### config.mk
export PLATFORM = sky130hd
export DESIGN_NAME = irq_pending_latch4_flat
export DESIGN_NICKNAME = d
export VERILOG_FILES = /design/src/rtl/irq_pending_latch4_if.sv /design/src/rtl/irq_pending_latch4.sv /design/src/flat_wrapper.sv
export SDC_FILE = /design/constraint.sdc
export NUM_CORES = 1
export LEC_CHECK = 0
export CAP_MARGIN = 0
export CORE_ASPECT_RATIO = 0.7
export CORE_MARGIN = 10
export CORE_UTILIZATION = 40
export CTS_BUF_LIST = sky130_fd_sc_hd__clkbuf_16
export CTS_CLUSTER_SIZE = 8
export DETAILED_ROUTE_END_ITERATION = 8
export GPL_TIMING_DRIVEN = 1
export PLACE_DENSITY_LB_ADDON = 0.2
export SYNTH_ARGS = -nofsm -noshare
export SYNTH_HDL_FRONTEND = slang
export SYNTH_SLANG_ARGS = --single-unit
### constraint.sdc
create_clock -name clk -period 2.9 [get_ports clk]
set_input_delay 0.435 -clock clk [delete_from_list [all_inputs] [get_ports clk]]
set_output_delay 0.435 -clock clk [all_outputs]
set_load 0.05 [all_outputs]
### src/rtl/irq_pending_latch4_if.sv
// Request/mask/ack bundle and grant outputs of the four-source interrupt pending latch.
// master = requesters and grant consumer; slave = the latch itself.
interface irq_pending_latch4_if;
  logic [3:0] req;
  logic [3:0] mask;
  logic       ack;
  logic [3:0] pend_o;
  logic       irq_valid;
  logic [1:0] irq_id;

  // Grant handshake: irq_id is meaningful only while irq_valid is high and is held
  // stable until the consumer samples ack=1 on a rising clk edge; the grant then drops
  // and at least one idle cycle follows before the next irq_valid.
  modport master (
    output req,
    output mask,
    output ack,
    input  pend_o,
    input  irq_valid,
    input  irq_id
  );

  modport slave (
    input  req,
    input  mask,
    input  ack,
    output pend_o,
    output irq_valid,
    output irq_id
  );
endinterface

### src/rtl/irq_pending_latch4.sv
// Four-source interrupt pending latch with synchronizers, sticky pending bits and a
// valid/ack grant FSM (bit 3 highest priority). Define IRQ_LEVEL_EN for level-mode capture.
module irq_pending_latch4 #(
  parameter int unsigned SYNC_STAGES = 2  // legal range 2..3
) (
  input  logic                 clk,
  input  logic                 rst_n,
  irq_pending_latch4_if.slave  bus,
  output logic [1:0]           state_o
);

  typedef enum logic [1:0] {
    ST_IDLE  = 2'd0,
    ST_GRANT = 2'd1,
    ST_GAP   = 2'd2
  } state_e;

  logic [SYNC_STAGES-1:0][3:0] sync_q;
  logic [SYNC_STAGES-1:0][3:0] sync_d;
  logic [3:0]                  s_d_q;
  logic [3:0]                  sync_w;
  logic [3:0]                  set_w;
  logic [3:0]                  clr_w;
  logic [3:0]                  pending_q;
  logic [3:0]                  pending_d;
  logic [3:0]                  pend_w;
  state_e                      state_q;
  logic                        irq_valid_q;
  logic [1:0]                  irq_id_q;

  function automatic logic [1:0] prio_enc(input logic [3:0] v);
    logic [1:0] idx;
    idx = 2'd0;
    if (v[3])      idx = 2'd3;
    else if (v[2]) idx = 2'd2;
    else if (v[1]) idx = 2'd1;
    return idx;
  endfunction

  assign sync_d = {sync_q[SYNC_STAGES-2:0], bus.req};
  assign sync_w = sync_q[SYNC_STAGES-1];

`ifdef IRQ_LEVEL_EN
  assign set_w = sync_w;
`else
  assign set_w = sync_w & ~s_d_q;
`endif

  // Only an acknowledged grant clears a bit; set is OR-ed in last so it wins a collision.
  always_comb begin
    clr_w = 4'b0000;
    if (state_q == ST_GRANT && bus.ack) begin
      clr_w = 4'b0001 << irq_id_q;
    end
    pending_d = (pending_q & ~clr_w) | set_w;
  end

  assign pend_w = pending_q & ~bus.mask;

  always_ff @(posedge clk or negedge rst_n) begin
    if (!rst_n) begin
      sync_q    <= '0;
      s_d_q     <= 4'b0000;
      pending_q <= 4'b0000;
    end else begin
      sync_q    <= sync_d;
      s_d_q     <= sync_w;
      pending_q <= pending_d;
    end
  end

  // Grant outputs are registered in the FSM and held untouched through GRANT.
  always_ff @(posedge clk or negedge rst_n) begin
    if (!rst_n) begin
      state_q     <= ST_IDLE;
      irq_valid_q <= 1'b0;
      irq_id_q    <= 2'd0;
    end else begin
      case (state_q)
        ST_IDLE: begin
          if (pend_w != 4'b0000) begin
            irq_id_q    <= prio_enc(pend_w);
            irq_valid_q <= 1'b1;
            state_q     <= ST_GRANT;
          end
        end
        ST_GRANT: begin
          if (bus.ack) begin
            irq_valid_q <= 1'b0;
            state_q     <= ST_GAP;
          end
        end
        ST_GAP: begin
          state_q <= ST_IDLE;
        end
        default: begin
          irq_valid_q <= 1'b0;
          state_q     <= ST_IDLE;
        end
      endcase
    end
  end

  assign bus.pend_o    = pend_w;
  assign bus.irq_valid = irq_valid_q;
  assign bus.irq_id    = irq_id_q;
  assign state_o       = state_q;

endmodule

### src/flat_wrapper.sv
// flat-port wrapper written by rule: the top's interface ports become plain ports
module irq_pending_latch4_flat 
#(
  parameter int unsigned SYNC_STAGES = 2                     
)
  (clk, rst_n, state_o, bus_req, bus_mask, bus_ack, bus_pend_o, bus_irq_valid, bus_irq_id);
  irq_pending_latch4_if bus_i ();
  input  logic clk;
  input  logic rst_n;
  output logic [1:0] state_o;
  input wire logic [$bits(bus_i.req)-1:0] bus_req;
  input wire logic [$bits(bus_i.mask)-1:0] bus_mask;
  input wire logic [$bits(bus_i.ack)-1:0] bus_ack;
  output wire logic [$bits(bus_i.pend_o)-1:0] bus_pend_o;
  output wire logic [$bits(bus_i.irq_valid)-1:0] bus_irq_valid;
  output wire logic [$bits(bus_i.irq_id)-1:0] bus_irq_id;
  assign bus_i.req = bus_req;
  assign bus_i.mask = bus_mask;
  assign bus_i.ack = bus_ack;
  assign bus_pend_o = bus_i.pend_o;
  assign bus_irq_valid = bus_i.irq_valid;
  assign bus_irq_id = bus_i.irq_id;
  irq_pending_latch4 #(.SYNC_STAGES(SYNC_STAGES)) u_core (.clk(clk), .rst_n(rst_n), .bus(bus_i), .state_o(state_o));
endmodule
After elaboration in Yosys (flattened, before gate mapping)
Cells that the tools add are included.
- output and inout bits: 9
- input port bits: 11
- logic and storage cells: 36
- register bits: 21
- bitwise gates (word level): 8
- muxes and demuxes: 10
- shift-type cells: 1
- eq/ne operators: 4
- reductions and logical operators: 6
- operator list (kind ; number):
    $and 4x4->4 ; 3
    $not 4->4 ; 3
    $mux 2 ; 4
    $mux 4 ; 1
    $or 4x4->4 ; 1
    $pmux 2 s2 ; 1
    $reduce_and 2->1 ; 2
    $reduce_bool 4->1 ; 1
    $shl 1x2->4 const A ; 1
    $mux 1 ; 3
    $pmux 1 s3 ; 1
    $reduce_and 3->1 ; 1
    $eq 2x1->1 const B ; 1
    $eq 2x2->1 const B ; 1
    $logic_not 2->1 ; 1
    $ne 2x1->1 const B ; 1
    $ne 2x2->1 const B ; 1
    $logic_and 1x1->1 ; 1
    $not 1->1 ; 1

Depth between registers and ports, before layout
Gate-level depths: netlist of run 1.
- word-level depth: 6
- gate-level depth with buffers: 4
- mapped depth without buffers: 4

Worst setup path before layout of run 1
Ideal clock, no wire load.
- kind: input port to flip-flop
- start: in bus_mask[0]
- end: reg u_core.irq_id_q[1], in the netlist u_core.bus.irq_id[1]
- slack: 1182 ps
- library setup time: 119 ps
- arrival time: 1599 ps
- buffers on the path: 0
- stages: 3
- path through: nor2b_1 -> o21ai_0 -> a21bo_2
- longest elaborated chain between the ends: 4
- ends and longest elaborated chain (item ; RTL line ; source):
    start, declared ; flat_wrapper.sv:12 ; input wire logic [$bits(bus_i.mask)-1:0] bus_mask;
    $not 4->4 ; irq_pending_latch4.sv:58 ; assign pend_w = pending_q & ~bus.mask;
    $and 4x4->4 ; irq_pending_latch4.sv:58 ;
    $reduce_bool 4->1 ; irq_pending_latch4.sv:81 ; if (pend_w != 4'b0000) begin
    $reduce_and 2->1 (no line) ; n/a ;
    end signal, assigned ; irq_pending_latch4.sv:82 ; irq_id_q <= prio_enc(pend_w);
    end, declared ; irq_pending_latch4.sv:29 ; logic [1:0] irq_id_q;
No other way between the ends.
A chain may end at the register's enable or synchronous reset.

Worst setup path after layout of run 1
- start: in bus_mask[2]
- end: out bus_pend_o[2]
- longest elaborated chain between the ends: 2
- ends and longest elaborated chain (item ; RTL line ; source):
    $not 4->4 ; irq_pending_latch4.sv:58 ;
    $and 4x4->4 ; irq_pending_latch4.sv:58 ;
    end, declared ; flat_wrapper.sv:14 ; output wire logic [$bits(bus_i.pend_o)-1:0] bus_pend_o;
No other way between the ends.

==> results of run 1 <==
## power by group through the flow
stage                     logic (µW)  clock network, µW  registers [µW]
final                            405                285             410
after global placement           403                  0             409
after CTS                        410                297             409
after global routing             432                309             418
after floorplan                  169                  0             507
after detailed placement         406                  0             412
## layer usage
| layer | routed length, µm | share of wire |
|---|---|---|
| met4 | 5 | 0.0035 |
| met2 | 590 | 0.41 |
| met3 | 132 | 0.091 |
| met5 | 0 | 0 |
| met1 | 717 | 0.50 |
## metrics by stage
stage / hold slack, ns / std cells / util
CTS: 0.350 / 99 / 0.627
global placement: 0.332 / 95 / 0.577
finish: 0.345 / 99 / 0.627
floorplan: 0.139 / 55 / -
detailed placement: 0.336 / 95 / 0.577
global route: 0.357 / 99 / 0.627
## registers in the layout, summed over array words and instances (netlist names)
| signal | cells |
|---|---|
| u_core.pending_q | 4 |
| u_core.state_o | 2 |
| u_core.s_d_q | 4 |
| u_core.sync_w | 4 |
| u_core.bus.irq_valid | 1 |
| u_core.sync_d | 4 |
| u_core.bus.irq_id | 2 |
## path summary, 6_finish.rpt
kind / from / to / slack, ns / cells past startpoint
worst min register to register: u_core.sync_d[5]$_DFF_PN0_ / u_core.sync_w[1]$_DFF_PN0_ / 0.35 / 0
max in group asynchronous: rst_n / u_core.s_d_q[0]$_DFF_PN0_ / 1.64 / 1
worst min-delay path: u_core.sync_d[5]$_DFF_PN0_ / u_core.sync_w[1]$_DFF_PN0_ / 0.35 / 0
worst max-delay path: bus_mask[2] / bus_pend_o[2] / 0.54 / 4
min in group asynchronous: rst_n / u_core.bus.irq_valid$_DFFE_PN0P_ / 0.70 / 1
worst max register to register: u_core.pending_q[2]$_DFF_PN0_ / u_core.bus.irq_valid$_DFFE_PN0P_ / 1.42 / 4
## cell families (layout without fill, tap and decap cells)
| kind of cell | after synthesis | after routing |
|---|---|---|
| buffers and inverters | 7 | 30 |
| AND/OR/NAND/NOR | 12 | 12 |
| AO/OA/AOI/OAI | 15 | 15 |
| flip-flops | 21 | 21 |
## cell usage after synthesis
cell type and n:
nor4bb_1 1, nor3b_1 2, nor2_1 1, a221o_1 1, a21bo_2 1, o21ai_0 5, or4_4 1, inv_2 1
a22o_1 3, nor2b_4 1, dfrtp_1 21, o21ai_1 2, nand4b_1 1, a21oi_1 1, nand2b_2 1, nor2b_1 2
o21a_1 1, nand2_1 2, a21o_2 1, inv_1 6
## cell type report
type                    count  area, µm²
flip-flops and latches     21        526
multi-input cells          27        194
clock inverters             1       7.51
repair buffers             19        190
inverters                   7       26.3
fillers                   130        622
well taps                  21       26.3
clock buffers               3       75.1
==> results.py, run 1 <==
metrics = {
    "outcome": {
        "outcome": "completed",
    },
    "timing": {
        "period_needed_ns": 2.36,
        "timing.clock.skew_ns": 0.00175,
        "rsz0062_at_grt": "false",
        "report.final.slew_viol_count": 0,
        "max_clock_freq_mhz": 424,
        "fin_tns_setup_ns": 0,
        "final.period_utilization": 0.814,
        "finalSetupViolCount": 0,
        "fin_ws_ns": 0.540,
        "timing.slew.headroom": 0.386,
        "worst_slew_pin_slew_ns": 0.919,
        "finalHoldViolations": 0,
    },
    "synthesis": {
        "netlist_top_cells_area": "dfrtp_1, a22o_1, o21ai_0, inv_1, nor3b_1",
        "synth_compound_area_frac": 0.138,
        "ys_seq_area_frac": 0.705,
        "post_synth_xor_area_fraction": 0,
        "avgSynthCellArea_um2": 13.6,
        "yosys-mux-area-fraction": 0,
        "postSynthRegisterBits": 21,
        "synthDominantCellAreaShare": 0.705,
        "syn_inst": 55,
        "distinct_cell_type_count_after_synthesis": 20,
        "ys_warn_count": 0,
        "synthSimpleGateAreaFrac": 0.122,
        "synth_adder_area_share": 0,
        "cell_taking_the_most_area_after_synthesis": "dfrtp_1",
        "netlist_area_um2": 746,
        "syn_nets": 66,
        "largest_family_of_logic_cells_by_synthesized_area": "compound AO/OA/AOI/OAI gates",
    },
    "clock_network": {
        "cts_htree_levels": 1,
        "cts-root-buf": "clkbuf_16",
        "holdBufCountCts": 0,
        "postCtsSetupRepairBufs": 0,
        "clock_insertion_delay_worst_skew_ns": 0.25,
        "clock_tree.buffer_depth": 2,
        "worst_setup_hold_path_clk_slew_ns": 0.05,
        "cts_repair_resize_count": 0,
        "clkSinkCount": 21,
        "tritoncts_clock_tree": "yes",
        "cts-buffers-inserted": 3,
    },
    "power": {
        "ir_worst_vdd_mv": 0.643,
        "internal_power_uw": 700,
        "p_per_area_nw_per_um2": 1050,
        "clock_network_power_share": 0.259,
        "post-layout-total-power_uw": 1100,
        "comb_power_share": 0.368,
        "power_switching_share": 0.364,
        "seqPwrFrac": 0.373,
        "power.static_leakage_uw": 0.000457,
        "net-switching-power_uw": 400,
    },
    "drt": {
        "routed-via-count": 494,
        "wire_per_inst_um": 14.6,
        "route.final.wire_length_um": 1450,
        "detailedRoute.firstIterationViolations": 20,
        "drt-vias-per-instance": 4.99,
        "drtPass1Iterations": 4,
        "ant_nets": 0,
        "post-route-drc-count": 0,
    },
    "setup_path": {
        "critical_path.most_common_cell": "clkdlybuf4s50_1",
        "critical_path.endpoint_type": "primary output",
        "cpMaxStageDelayCell": "clkdlybuf4s50_1",
        "criticalPathCategory": "input port to primary output",
        "critical_path_buf_inv_count": 3,
        "timing.critical_path.arrival_ns": 1.92,
        "crit_family": "buffers and inverters",
        "max_stage_delay_ns": 0.80,
        "crit_chain": "clkdlybuf4s50_1 > nand2b_2 > inv_2 > clkdlybuf4s50_1",
        "cp_max_fo": 4,
        "crit_path_start_kind": "input port",
        "critical_path_required_ns": 2.47,
    },
    "place": {
        "place_worst_setup_slack_ns": 0.542,
        "gp_congestion": 0.754,
        "dpl_cell_area_um2": 962,
        "estimated_wirelength_of_the_detail_placed_design_um": 1080,
        "port_buffers": 19,
    },
    "cells_and_area": {
        "most-common-layout-cells": "dfrtp_1, clkdlybuf4s50_1, inv_1",
        "antenna_cells": 0,
        "post-route-cell-area_um2": 1040,
        "final_layout_size_suffix_gt1_frac": 0.128,
        "area.growth.synth_to_final_pct": 40.1,
        "design.final.nets": 90,
        "leading_cell_type_in_the_layout_fill_and_taps_excluded": "dfrtp_1",
    },
    "flow_run": {
        "max_cap_violations": 0,
    },
    "global_route": {
        "grt_start_max_net_pins": 22,
        "number_of_global_route_vias_before_repair": 486,
        "grt_use_met1": 0.102,
        "first_pass_grt_wire_length_um": 2450,
        "global_route.overflow_total": 0,
        "gr_layer_usage_met3": 0.0516,
        "gr-usage-met2": 0.101,
        "global_route.peak_usage_layer": "met1",
        "grtUsageTotal": 0.0766,
        "antenna_found_initial": 0,
    },
    "floorplanning": {
        "core_um2": 1670,
        "chipHeight_um": 56.1,
        "die_width_um": 71.6,
        "pin_count": 20,
        "die_area_um2": 4020,
        "floorplan.rows": 12,
        "floorplan.initialDensity": 0.447,
    },
    "hold_path": {
        "worstHoldPathType": "flip-flop to flip-flop",
    },
}
No activity file was read; power rests on OpenSTA's default activity.
==> run 2, diff against run 1 <==
- clock period: 2.9 -> 2 ns (I/O delays scaled with it)
==> results.py, run 2 (same netlist as run 1, synthesis figures left out) <==
metrics = {
    "timing": {
        "finalSetupViolCount": 0,
        "timing.hold.ws_ns": 0.347,
        "final.period_utilization": 0.923,
        "finalHoldViolations": 0,
        "max_clock_freq_mhz": 542,
        "rsz0062_at_grt": "false",
        "fin_tns_setup_ns": 0,
        "timing.clock.skew_ns": 0.00233,
        "timing.slew.headroom": 0.662,
        "worst_slew_pin_slew_ns": 0.505,
        "report.final.slew_viol_count": 0,
        "period_needed_ns": 1.85,
    },
    "setup_path": {
        "cpMaxStageDelayCell": "clkdlybuf4s50_1",
        "max_stage_delay_ns": 0.85,
        "critical_path_required_ns": 1.70,
        "critical_path.endpoint_type": "primary output",
        "crit_path_start_kind": "flip-flop",
        "critical_path_buf_inv_count": 1,
        "crit_family": "buffers and inverters",
        "timing.critical_path.arrival_ns": 1.55,
        "worst-r2r-setup-slack_ns": 0.50,
        "criticalPathCategory": "flip-flop to primary output",
        "crit_chain": "clkdlybuf4s50_1",
        "cp_max_fo": 7,
    },
    "floorplanning": {
        "floorplan.rows": 12,
        "floorplan.initialDensity": 0.447,
        "die_area_um2": 4020,
        "core_um2": 1670,
        "chipHeight_um": 56.1,
        "die_width_um": 71.6,
        "pin_count": 20,
    },
    "clock_network": {
        "cts-buffers-inserted": 3,
        "worst_setup_hold_path_clk_slew_ns": 0.06,
        "postCtsSetupRepairBufs": 0,
        "cts_repair_resize_count": 0,
        "cts_htree_levels": 1,
        "clkSinkCount": 21,
        "tritoncts_clock_tree": "yes",
        "holdBufCountCts": 0,
        "clock_tree.buffer_depth": 2,
        "cts-root-buf": "clkbuf_16",
        "clock_insertion_delay_worst_skew_ns": 0.25,
    },
    "hold_path": {
        "worstHoldPathType": "flip-flop to flip-flop",
    },
    "flow_run": {
        "max_cap_violations": 0,
    },
    "place": {
        "dpl_cell_area_um2": 1020,
        "gp_congestion": 0.752,
        "port_buffers": 19,
        "estimated_wirelength_of_the_detail_placed_design_um": 1110,
        "dp.cells": 98,
    },
    "drt": {
        "route.final.wire_length_um": 1440,
        "detailedRoute.firstIterationViolations": 29,
        "drt-vias-per-instance": 4.79,
        "wire_per_inst_um": 14.1,
        "drtPass1Iterations": 4,
        "post-route-drc-count": 0,
        "ant_nets": 0,
        "routed-via-count": 489,
    },
    "cells_and_area": {
        "final_layout_size_suffix_gt1_frac": 0.210,
        "design.final.nets": 93,
        "antenna_cells": 0,
        "post-route-cell-area_um2": 1110,
        "leading_cell_type_in_the_layout_fill_and_taps_excluded": "dfrtp_1",
        "final_cells": 102,
        "most-common-layout-cells": "dfrtp_1, clkdlybuf4s50_1, inv_1",
        "area.growth.synth_to_final_pct": 48.5,
    },
    "power": {
        "post-layout-total-power_uw": 1660,
        "clock_network_power_share": 0.250,
        "comb_power_share": 0.392,
        "internal_power_uw": 1070,
        "power.static_leakage_uw": 0.000493,
        "p_per_area_nw_per_um2": 1500,
        "power_switching_share": 0.357,
        "net-switching-power_uw": 592,
        "ir_worst_vdd_mv": 1.09,
        "seqPwrFrac": 0.358,
    },
    "outcome": {
        "outcome": "completed",
    },
    "global_route": {
        "global_route.overflow_total": 0,
        "first_pass_grt_wire_length_um": 2520,
        "number_of_global_route_vias_before_repair": 519,
        "grtUsageTotal": 0.0771,
        "grt_start_max_net_pins": 22,
        "antenna_found_initial": 0,
    },
}
-- run 2: cell count changes in the layout (fill, tap and decap cells not counted), sizes merged --
cell / delta
buf: +7
clkdlybuf4s50: -4
-- run 2: through the flow --
stage | setup slack, ns | utilization
final | 0.155 | 0.664
after global routing | 0.0940 | 0.664
after CTS | 0.152 | 0.664
after detailed placement | 0.112 | 0.615
after global placement | 0.133 | 0.615
after floorplan | 0.371 | -
-- run 2: power groups by stage --
| stage | Clock, µW | Sequential [µW] | Combinational, µW |
|---|---|---|---|
| after floorplan | 0 | 735 | 245 |
| after global placement | 0 | 596 | 651 |
| after detailed placement | 0 | 601 | 658 |
| after CTS | 427 | 594 | 661 |
| after global routing | 455 | 610 | 693 |
| final | 415 | 594 | 652 |
-- run 2: routing by layer --
| metal | vias to the layer above | track usage | routed length, µm |
|---|---|---|---|
| li1 | 241 | - | - |
| met1 | 226 | 0.100 | 695 |
| met2 | 20 | 0.104 | 589 |
| met3 | 2 | 0.0534 | 152 |
| met4 | 0 | 0.00822 | 5 |
| met5 | - | 0 | 0 |
-- run 2: final cells by class --
type | instances | area, µm²
fillers | 122 | 559
flip-flops and latches | 21 | 526
inverters | 7 | 26.3
clock inverters | 1 | 7.51
multi-input cells | 27 | 194
clock buffers | 3 | 75.1
repair buffers | 22 | 253
well taps | 21 | 26.3
-- run 2: worst paths after layout --
| check | startpoint | endpoint | depth (start not counted) |
|---|---|---|---|
| worst min-delay path | u_core.sync_d[5]$_DFF_PN0_ | u_core.sync_w[1]$_DFF_PN0_ | 0 |
| max in group asynchronous | rst_n | u_core.s_d_q[1]$_DFF_PN0_ | 2 |
| worst max register to register | u_core.pending_q[2]$_DFF_PN0_ | u_core.bus.irq_valid$_DFFE_PN0P_ | 4 |
| worst min register to register | u_core.sync_d[5]$_DFF_PN0_ | u_core.sync_w[1]$_DFF_PN0_ | 0 |
| worst max-delay path | u_core.state_o[0]$_DFFE_PN0P_ | state_o[0] | 1 |
| min in group asynchronous | rst_n | u_core.s_d_q[2]$_DFF_PN0_ | 2 |
==> run 3, diff against run 2 <==
- TNS_END_PERCENT: unset -> 1
==> results of run 3 <==
Final layout, timing and power as in run 2 (identical DEF).
